$ cat src/rtl/alu_operand_sequencer_if.sv
// Operand/result bus between alu_operand_sequencer (master) and the combinational 4-bit ALU (slave).
interface alu_operand_sequencer_if;
    logic [3:0] alu_a;
    logic [3:0] alu_b;
    logic       alu_s0;
    logic       alu_s1;
    logic [3:0] alu_r;
    logic       alu_cout;
    logic       alu_ovr;

    modport master (
        output alu_a, alu_b, alu_s0, alu_s1,
        input  alu_r, alu_cout, alu_ovr
    );

    modport slave (
        input  alu_a, alu_b, alu_s0, alu_s1,
        output alu_r, alu_cout, alu_ovr
    );
endinterface

$ cat src/rtl/alu_operand_sequencer.sv
// Captures A, B and op code from switches on debounced enter presses, then registers the ALU result.
// Optional feature macro: ACCUM_EN (enter in SHOW feeds the result back as operand A).
module alu_operand_sequencer #(
    parameter int DEBOUNCE_CYCLES = 250000,
    parameter int CNT_W           = 18
) (
    input  logic                          clk,
    input  logic                          rst_n,
    input  logic [3:0]                    sw,
    input  logic                          btn_enter,
    input  logic                          btn_clr,
    alu_operand_sequencer_if.master       alu,
    output logic [3:0]                    result,
    output logic                          result_cout,
    output logic                          result_ovr,
    output logic                          result_valid,
    output logic [2:0]                    stage
);

    typedef enum logic [2:0] {LOAD_A, LOAD_B, LOAD_OP, EXEC, SHOW} stateT;

    // Index 0 is enter, index 1 is clear.
    logic [1:0]            rawBtn;
    logic [1:0]            syncMeta;
    logic [1:0]            syncLevel;
    logic [1:0]            accepted;
    logic [1:0]            pressPulse;
    logic [1:0][CNT_W-1:0] debCnt;

    logic enterPulse;
    logic clrPulse;

    assign rawBtn     = {btn_clr, btn_enter};
    assign enterPulse = pressPulse[0];
    assign clrPulse   = pressPulse[1];

    // NOTE: sequential state uses non-blocking assignments so every flop samples pre-edge values.
    always_ff @(posedge clk or negedge rst_n) begin
        if (!rst_n) begin
            syncMeta   <= '0;
            syncLevel  <= '0;
            accepted   <= '0;
            pressPulse <= '0;
            debCnt     <= '0;
        end else begin
            syncMeta   <= rawBtn;
            syncLevel  <= syncMeta;
            pressPulse <= '0;
            for (int i = 0; i < 2; i++) begin
                if (syncLevel[i] == accepted[i]) begin
                    debCnt[i] <= '0;
                end else if (debCnt[i] == CNT_W'(DEBOUNCE_CYCLES - 1)) begin
                    accepted[i]   <= ~accepted[i];
                    debCnt[i]     <= '0;
                    pressPulse[i] <= ~accepted[i];  // only the rising acceptance is a press
                end else begin
                    debCnt[i] <= debCnt[i] + CNT_W'(1);
                end
            end
        end
    end

    stateT state;
    stateT nextState;
    logic  loadA;
    logic  loadB;
    logic  loadOp;
    logic  capture;
    logic  clearRegs;
`ifdef ACCUM_EN
    logic  accumLoad;
`endif

    always_ff @(posedge clk or negedge rst_n) begin
        if (!rst_n) state <= LOAD_A;
        else        state <= nextState;
    end

    // NOTE: every signal driven here gets a default first, so no path can infer a latch.
    always_comb begin
        nextState    = state;
        loadA        = 1'b0;
        loadB        = 1'b0;
        loadOp       = 1'b0;
        capture      = 1'b0;
        clearRegs    = 1'b0;
`ifdef ACCUM_EN
        accumLoad    = 1'b0;
`endif
        stage        = 3'b000;
        result_valid = 1'b0;

        case (state)
            LOAD_A:  stage = 3'b001;
            LOAD_B:  stage = 3'b010;
            LOAD_OP: stage = 3'b100;
            SHOW:    result_valid = 1'b1;
            default: ;
        endcase

        // Clear outranks a simultaneous enter; EXEC never waits on enter.
        if (clrPulse) begin
            nextState = LOAD_A;
            clearRegs = 1'b1;
        end else begin
            case (state)
                LOAD_A:  if (enterPulse) begin loadA  = 1'b1; nextState = LOAD_B;  end
                LOAD_B:  if (enterPulse) begin loadB  = 1'b1; nextState = LOAD_OP; end
                LOAD_OP: if (enterPulse) begin loadOp = 1'b1; nextState = EXEC;    end
                EXEC:    begin capture = 1'b1; nextState = SHOW; end
                SHOW: begin
                    if (enterPulse) begin
`ifdef ACCUM_EN
                        accumLoad = 1'b1;
                        nextState = LOAD_B;
`else
                        nextState = LOAD_A;
`endif
                    end
                end
                default: nextState = LOAD_A;
            endcase
        end
    end

    always_ff @(posedge clk or negedge rst_n) begin
        if (!rst_n) begin
            alu.alu_a   <= '0;
            alu.alu_b   <= '0;
            alu.alu_s0  <= 1'b0;
            alu.alu_s1  <= 1'b0;
            result      <= '0;
            result_cout <= 1'b0;
            result_ovr  <= 1'b0;
        end else if (clearRegs) begin
            alu.alu_a   <= '0;
            alu.alu_b   <= '0;
            alu.alu_s0  <= 1'b0;
            alu.alu_s1  <= 1'b0;
            result      <= '0;
            result_cout <= 1'b0;
            result_ovr  <= 1'b0;
        end else begin
            if (loadA) alu.alu_a <= sw;
`ifdef ACCUM_EN
            if (accumLoad) alu.alu_a <= result;
`endif
            if (loadB) alu.alu_b <= sw;
            if (loadOp) begin
                alu.alu_s1 <= sw[1];
                alu.alu_s0 <= sw[0];
            end
            if (capture) begin
                result      <= alu.alu_r;
                result_cout <= alu.alu_cout;
                result_ovr  <= alu.alu_ovr;
            end
        end
    end

endmodule
$ cat src/flat_wrapper.sv
// flat-port wrapper written by rule: the top's interface ports become plain ports
module alu_operand_sequencer_flat 
#(
    parameter int DEBOUNCE_CYCLES = 250000,
    parameter int CNT_W           = 18
)
  (clk, rst_n, sw, btn_enter, btn_clr, result, result_cout, result_ovr, result_valid, stage, alu_alu_a, alu_alu_b, alu_alu_s0, alu_alu_s1, alu_alu_r, alu_alu_cout, alu_alu_ovr);
  alu_operand_sequencer_if alu_i ();
  input  logic clk;
  input  logic rst_n;
  input  logic [3:0] sw;
  input  logic btn_enter;
  input  logic btn_clr;
  output logic [3:0] result;
  output logic result_cout;
  output logic result_ovr;
  output logic result_valid;
  output logic [2:0] stage;
  output wire logic [$bits(alu_i.alu_a)-1:0] alu_alu_a;
  output wire logic [$bits(alu_i.alu_b)-1:0] alu_alu_b;
  output wire logic [$bits(alu_i.alu_s0)-1:0] alu_alu_s0;
  output wire logic [$bits(alu_i.alu_s1)-1:0] alu_alu_s1;
  input wire logic [$bits(alu_i.alu_r)-1:0] alu_alu_r;
  input wire logic [$bits(alu_i.alu_cout)-1:0] alu_alu_cout;
  input wire logic [$bits(alu_i.alu_ovr)-1:0] alu_alu_ovr;
  assign alu_alu_a = alu_i.alu_a;
  assign alu_alu_b = alu_i.alu_b;
  assign alu_alu_s0 = alu_i.alu_s0;
  assign alu_alu_s1 = alu_i.alu_s1;
  assign alu_i.alu_r = alu_alu_r;
  assign alu_i.alu_cout = alu_alu_cout;
  assign alu_i.alu_ovr = alu_alu_ovr;
  alu_operand_sequencer #(.DEBOUNCE_CYCLES(DEBOUNCE_CYCLES), .CNT_W(CNT_W)) u_core (.clk(clk), .rst_n(rst_n), .sw(sw), .btn_enter(btn_enter), .btn_clr(btn_clr), .alu(alu_i), .result(result), .result_cout(result_cout), .result_ovr(result_ovr), .result_valid(result_valid), .stage(stage));
endmodule
$ cat config.mk
export PLATFORM = sky130hd
export DESIGN_NAME = alu_operand_sequencer_flat
export DESIGN_NICKNAME = d
export VERILOG_FILES = /design/src/rtl/alu_operand_sequencer_if.sv /design/src/rtl/alu_operand_sequencer.sv /design/src/flat_wrapper.sv
export SDC_FILE = /design/constraint.sdc
export NUM_CORES = 1
export LEC_CHECK = 0
export ABC_AREA = 1
export BUFFER_PORTS_ARGS = -buffer_cell sky130_fd_sc_hd__buf_2
export CORE_UTILIZATION = 65
export CTS_BUF_LIST = sky130_fd_sc_hd__clkbuf_8
export CTS_CLUSTER_DIAMETER = 40
export DETAILED_ROUTE_END_ITERATION = 8
export GPL_ROUTABILITY_DRIVEN = 0
export PLACE_DENSITY = 0.87
export SKIP_CTS_REPAIR_TIMING = 1
export SLEW_MARGIN = 10
export SYNTH_ARGS = -nofsm -noshare
export SYNTH_HDL_FRONTEND = slang
export SYNTH_SLANG_ARGS = --single-unit
$ cat constraint.sdc
create_clock -name clk -period 3.55 [get_ports clk]
set_clock_uncertainty 0.05 [all_clocks]
set_input_delay 0.71 -clock clk [delete_from_list [all_inputs] [get_ports clk]]
set_output_delay 0.71 -clock clk [all_outputs]
set_load 0.1 [all_outputs]
# Word level (Yosys, flattened, before mapping)
# Index checks and enable logic that the tools add are counted.
dict set report op_classes {
  addsub 2
  multipliers 0
  n_div 0
  n_lt_le_gt_ge 0
  eq_ne 12
  n_shift 0
  mux 40
  bitwise_logic 4
  n_reduce_logical 8
}
# operator count
set op_table {}
lappend op_table {{$mux W18} 4}
lappend op_table {{$add A18 B1 Y18 const B} 2}
lappend op_table {{$eq A18 B18 Y1 const B} 2}
lappend op_table {{$mux W4} 6}
lappend op_table {{$mux W1} 23}
lappend op_table {{$mux W3} 5}
lappend op_table {{$pmux W3 S5} 1}
lappend op_table {{$ne A3 B1 Y1 const B} 4}
lappend op_table {{$pmux W3 S3} 1}
lappend op_table {{$reduce_bool A2 Y1} 4}
lappend op_table {{$eq A3 B2 Y1 const B} 2}
lappend op_table {{$not A1 Y1} 4}
lappend op_table {{$reduce_and A2 Y1} 2}
lappend op_table {{$reduce_and A4 Y1} 1}
lappend op_table {{$eq A3 B1 Y1 const B} 1}
lappend op_table {{$eq A3 B3 Y1 const B} 1}
lappend op_table {{$logic_not A3 Y1} 1}
lappend op_table {{$eq A1 B1 Y1} 2}
dict set report totals {
  ff_bits 63
  latch_bits 0
  mem_bits_rw 0
  romBits 0
  in_bits 14
  output_inout_bits 20
  elab_cells 81
  mem_count 0
}

# Longest topological paths before layout
# Gate-level depths: netlist (run 1).
dict set report logic_depth {
  ltp_word 5
  ltp_mapped 9
}

# Worst setup path after synthesis (run 1)
# OpenSTA, ideal clock, no wires.
dict set report synth_path {
  kind {register to output}
  startpoint {reg u_core.state[1]}
  endpoint {out result_valid}
  arrival_ns 1.964
  required_time_ns 2.790
  setup_slack_ns 0.826
  stages_incl_launch_ff 3
  n_path_buf 0
  cell_sequence {dfrtp_1 -> or2_4 -> nor2_1}
}
dict set report synth_between {
  elab_chain_cells 2
}
# element line
set synth_lines {}
lappend synth_lines {{from (decl)} alu_operand_sequencer.sv:63} ;# stateT state;
lappend synth_lines {{from (signal assigned)} alu_operand_sequencer.sv:76} ;# else state <= nextState;
lappend synth_lines {{$eq A3 B3 Y1} alu_operand_sequencer.sv:93} ;# case (state)
lappend synth_lines {{$mux W1} alu_operand_sequencer.sv:93}
lappend synth_lines {{to (decl)} flat_wrapper.sv:17} ;# output logic result_valid;
# Every way passes these cells.

# Worst setup path after layout (run 1)
# Ends and elaborated chain as after synthesis.

==> impl_metrics.ini, run 1 <==
[floorplanning]
die_y_um = 71.4
core_um2 = 4470
fp-row-count = 24
num_io_pins = 34
start_util = 0.699
die_w_um = 71.4
dieArea_um2 = 5090

[route]
viasPerCell = 5.42
drt_iter0_markers = 219
drcViolationCount = 5
num_vias = 2639
drtPass1Iterations = 6
wirelength_um = 6230
drt-wirelength-per-cell_um = 12.8
drtAntennaViolNets = 0

[clocking]
clock_path_buffers = 2
cts.sinks = 63
h-tree-depth = 3
clkLatencyLatePin_ns = 0.34
path_clk_slew_ns = 0.06
cts_made_buffers = 9
cts_tree = done
cts_root_buf = clkbuf_8

[layout]
regArea_um2 = 1580
instances_no_fill = 487
layout-area-overhead-vs-synth_pct = 12.5
drive_above_1_share = 0.168
final_core_util = 0.786
diodes = 0
nNetsFinal = 449
multi_input_area_um2 = 1370
fillCellCount = 311

[worst_hold_path]
hp-class = flip-flop to flip-flop
hold_path_depth = 0

[worst_setup_path]
critPathCaptureType = output pin
r2r_cells = 6
cp_cell_sequence = or2_4 > nor2_1 > buf_2
startpoint_type = flip-flop
crit_required_ns = 2.79
worst-path-stages = 3
critPathMaxFanout = 5
crit_type = flip-flop to output pin
critPathBufInv = 1
slowest_stage = buf_2
crit_family = buffers and inverters
cpPeakStageDelay_ns = 0.45
cp.arrival_ns = 1.65

[sta]
rsz0062_at_grt = no
slew-limit-headroom = 0.612
min_period_over_period = 0.678
hold_violations = 0
worst_pin_slew_ns = 0.582
finalMaxSlewViolations = 0
finalSetupViolations = 0
max_freq_mhz = 416
period_needed_ns = 2.41
whs_ns = 0.300
tns_ns = 0

[placed_design]
io_buffers = 33
dpl.hpwl_um = 4570
dp_cells = 474

[yosys]
yosysTopAreaCellShare = 0.504
ys_ff_latch = 63
ys_types = 23
synth_largest_area_cell = dfrtp_1
synth_cells = 388
synth_area_leaders = dfrtp_1 (50%), nand2_1 (9.8%), nor2_1 (9.2%)
ys_warn_count = 0
synth_seq_area_share = 0.504
syn_area_um2 = 3130
syn_area_per_cell_um2 = 8.06
synth_fp_nets = 404

[outcome]
violations = DRC
outcome = finished, violations left

[grt]
grt_pass1_vias = 2497
grt_max_degree = 27
overflow = 0
antenna_found_initial = 0
grt_use_total = 0.279
grt_pass1_wl_um = 10800

[power]
finalPower_mw = 1.29
power_density_nw_per_um2 = 368
vdd_drop_max_uv = 265
p_leak_nw = 1.63

[job]
drv_cap = 0
## power by group
group / internal, mW / switching, mW
clock: 0.255 / 0.258
sequential: 0.726 / 0.00676
combinational: 0.0149 / 0.0330
total: 0.996 / 0.298
## cell type report
type | count | area share
flip-flops and latches | 63 | 0.448
multi-input cells | 277 | 0.389
repair buffers | 35 | 0.0512
inverters | 47 | 0.0501
clock buffers | 10 | 0.0391
well taps | 52 | 0.0185
clock inverters | 3 | 0.00391
## cells in the final DEF (no fill, tap or decap)
master and count:
nand3b_1 3, buf_4 2, inv_2 3, nand2_1 82, clkinv_2 2, nor2_1 77, nand3_2 2, o21ai_1 2
dfrtp_1 63, nand2_2 4, xnor2_1 4, a21oi_1 6, nor2_2 9, nand3_1 41, inv_1 45, xor2_2 2
clkbuf_8 10, nor3_2 1, nor3_1 4, xor2_1 14, o21ai_0 12, buf_2 33, or2_4 1, nand4_1 7
ha_1 2, nor2_4 4
## worst paths after layout
| path | start | end | slack, ns |
|---|---|---|---|
| max in group asynchronous | rst_n | u_core.debCnt[2]$_DFF_PN0_ | 2.42 |
| worst max register to register | u_core.debCnt[0]$_DFF_PN0_ | u_core.debCnt[12]$_DFF_PN0_ | 1.98 |
| min in group asynchronous | rst_n | u_core.debCnt[24]$_DFF_PN0_ | 0.31 |
| worst max-delay path | u_core.state[1]$_DFFE_PN0P_ | result_valid | 1.14 |
| worst min-delay path | u_core.syncMeta[0]$_DFF_PN0_ | u_core.syncLevel[0]$_DFF_PN0_ | 0.30 |
| worst min register to register | u_core.syncMeta[0]$_DFF_PN0_ | u_core.syncLevel[0]$_DFF_PN0_ | 0.30 |
## metrics by stage
step / cell area, µm² / setup slack, ns
3_3_place_gp: 3370 / 1.57
3_5_place_dp: 3370 / 1.52
5_1_grt: 3520 / 1.09
4_1_cts: 3520 / 1.14
2_1_floorplan: 3130 / 0.826
6_report: 3520 / 1.14
## kinds of logic after synthesis
logic type | Yosys count | synth area share
compound gates | 20 | 0.0320
xor+xnor | 20 | 0.0608
fa+ha+maj | 2 | 0.00800
buf+inv | 48 | 0.0580
flops | 63 | 0.504
simple gates | 235 | 0.337
## registers in the layout, indices dropped and copies added, names as in the netlist, 2 cells and up
signal and count:
u_core.alu.alu_b 4, u_core.accepted 2, u_core.result 4, u_core.syncLevel 2, u_core.pressPulse 2, u_core.alu.alu_a 4, u_core.debCnt 36, u_core.syncMeta 2
u_core.state 3
## synthesized netlist by cell type
cell type,instances
nand2_1,82
nor2_1,77
dfrtp_1,63
inv_1,44
nand3_1,41
xor2_1,14
o21ai_0,12
nor2_2,9
nand4_1,7
a21oi_1,6
nand2_2,4
nor2_4,4
nor3_1,4
xnor2_1,4
inv_2,3
nand3b_1,3
ha_1,2
nand3_2,2
o21ai_1,2
xor2_2,2
buf_2,1
nor3_2,1
or2_4,1
## worst register-to-register path, cell delays in order, from the launching register on
cell     delay (ns)
dfrtp_1        0.38
ha_1           0.23
nand3_2        0.15
nor2_1         0.13
nand2_1        0.16
nand2_1        0.27
nor2_1         0.09
## per-layer routing
| layer | track usage | vias up | wire (µm) |
|---|---|---|---|
| li1 | - | 1307 | - |
| met3 | 0.0591 | 18 | 351 |
| met4 | 0.151 | 0 | 145 |
| met5 | 0 | - | 0 |
| met1 | 0.361 | 1237 | 2820 |
| met2 | 0.447 | 77 | 2920 |
Note: power is estimated with default switching activity, not from simulation.
==> inputs of run 2 (changes only) <==
--- a/config.mk
+++ b/config.mk
@@ -7,12 +7,12 @@
 export LEC_CHECK = 0
 export ABC_AREA = 1
 export BUFFER_PORTS_ARGS = -buffer_cell sky130_fd_sc_hd__buf_2
-export CORE_UTILIZATION = 65
+export CORE_UTILIZATION = 61
 export CTS_BUF_LIST = sky130_fd_sc_hd__clkbuf_8
 export CTS_CLUSTER_DIAMETER = 40
 export DETAILED_ROUTE_END_ITERATION = 8
 export GPL_ROUTABILITY_DRIVEN = 0
-export PLACE_DENSITY = 0.87
+export PLACE_DENSITY = 0.82
 export SKIP_CTS_REPAIR_TIMING = 1
 export SLEW_MARGIN = 10
 export SYNTH_ARGS = -nofsm -noshare
==> constraint.sdc (replaced) <==
create_clock -name clk -period 2.35 [get_ports clk]
set_clock_uncertainty 0.05 [all_clocks]
set_input_delay 0.47 -clock clk [delete_from_list [all_inputs] [get_ports clk]]
set_output_delay 0.47 -clock clk [all_outputs]
set_load 0.1 [all_outputs]
==> impl_metrics.ini, run 2 (synthesis results as in run 1) <==
[worst_setup_path]
critPathCaptureType = output pin
startpoint_type = flip-flop
crit_required_ns = 1.83
critPathMaxFanout = 5
cp.arrival_ns = 1.62
crit_type = flip-flop to output pin

[clocking]
clock_path_buffers = 2
path_clk_slew_ns = 0.07
cts_root_buf = clkbuf_8
clkLatencyLatePin_ns = 0.34
cts.sinks = 63
cts_tree = done
cts_made_buffers = 9
h-tree-depth = 3

[sta]
tns_ns = 0
hold_violations = 0
worst_pin_slew_ns = 0.565
period_needed_ns = 2.14
slew-limit-headroom = 0.624
rsz0062_at_grt = no
min_period_over_period = 0.910
max_freq_mhz = 468
whs_ns = 0.0610
finalMaxSlewViolations = 0
finalSetupViolations = 0

[floorplanning]
core_um2 = 4820
start_util = 0.649
dieArea_um2 = 5420
die_w_um = 73.6
die_y_um = 73.6
num_io_pins = 34
fp-row-count = 25

[outcome]
outcome = finished, final reports clean

[layout]
final_core_util = 0.757
largest_reg_flops = 36
final_common_cell = nand2_1
top_register = u_core.debCnt
mostFrequentLayoutCells = nand2_1 (82), nor2_1 (76), dfrtp_1 (63)
drive_above_1_share = 0.176
layout-area-overhead-vs-synth_pct = 16.6
nNetsFinal = 448
diodes = 0

[power]
p_leak_nw = 1.66
power_density_nw_per_um2 = 636
vdd_drop_max_uv = 620

[grt]
grt_max_degree = 40
antenna_found_initial = 0
overflow = 0
grt_use_total = 0.262
grt_pass1_wl_um = 10600
grt_pass1_vias = 2505

[route]
drtPass1Iterations = 5
wirelength_um = 6080
drtAntennaViolNets = 0
num_vias = 2643
drt-wirelength-per-cell_um = 12.1
drt_iter0_markers = 260
viasPerCell = 5.24
drcViolationCount = 0

[job]
drv_cap = 0

[placed_design]
io_buffers = 33
dpl.hpwl_um = 4540

[worst_hold_path]
hp-class = primary input to async pin
-- run 2: cell count changes in the layout (fill, tap and decap cells not counted), sizes merged --
cell	delta
clkinvlp	+1
bufinv	+3
inv	-1
buf	-1
-- run 2: stage by stage --
step	worst slack [ns]	instances	cell area (µm²)	total power, mW
after floorplan	0.320	388	3140	1.16
after global placement	0.604	488	3400	1.20
after detailed placement	0.579	488	3400	1.20
after CTS	0.205	504	3640	2.34
after global routing	0.155	504	3640	2.40
final	0.212	504	3640	2.32
-- run 2: final timing paths --
kind                                              startpoint                             to  slack [ns]  cells after the start
worst max-delay path             u_core.state[1]$_DFFE_PN0P_                   result_valid        0.21                      3
worst min-delay path                                   rst_n    u_core.debCnt[28]$_DFF_PN0_        0.06                      1
worst max register to register    u_core.debCnt[0]$_DFF_PN0_    u_core.debCnt[12]$_DFF_PN0_        0.80                      6
min in group clk                                     btn_clr   u_core.syncMeta[1]$_DFF_PN0_        0.19                      1
max in group asynchronous                              rst_n     u_core.debCnt[8]$_DFF_PN0_        1.60                      2
worst min register to register  u_core.syncMeta[0]$_DFF_PN0_  u_core.syncLevel[0]$_DFF_PN0_        0.31                      0
-- run 2: worst max-delay path, cell delays in order (launching register included) --
cell and delay [ns]:
dfrtp_1 0.45, or2_4 0.30, nor2_2 0.10, buf_2 0.43
-- run 2: where the power goes --
part	switching [mW]	internal [mW]	leakage, nW
sequential	0.0111	1.10	0.782
clock	0.409	0.729	0.122
combinational	0.0488	0.0240	0.755
total	0.469	1.85	1.66
-- run 2: area by class of cell --
cell class | count | area (µm²)
timing repair buffer | 34 | 185
clock inverter | 6 | 108
multi-input combinational | 277 | 1380
clock buffer | 10 | 138
fill | 354 | 1170
inverter | 47 | 176
tap | 67 | 83.8
sequential | 63 | 1580
-- run 2: metal layers --
metal | part of all wire | wire length (µm) | up-vias | global-route usage
met3 | 0.057 | 345 | 10 | 0.0439
met2 | 0.47 | 2830 | 94 | 0.409
met5 | 0 | 0 | - | 0
li1 | - | - | 1308 | -
met1 | 0.46 | 2800 | 1231 | 0.350
met4 | 0.017 | 104 | 0 | 0.147
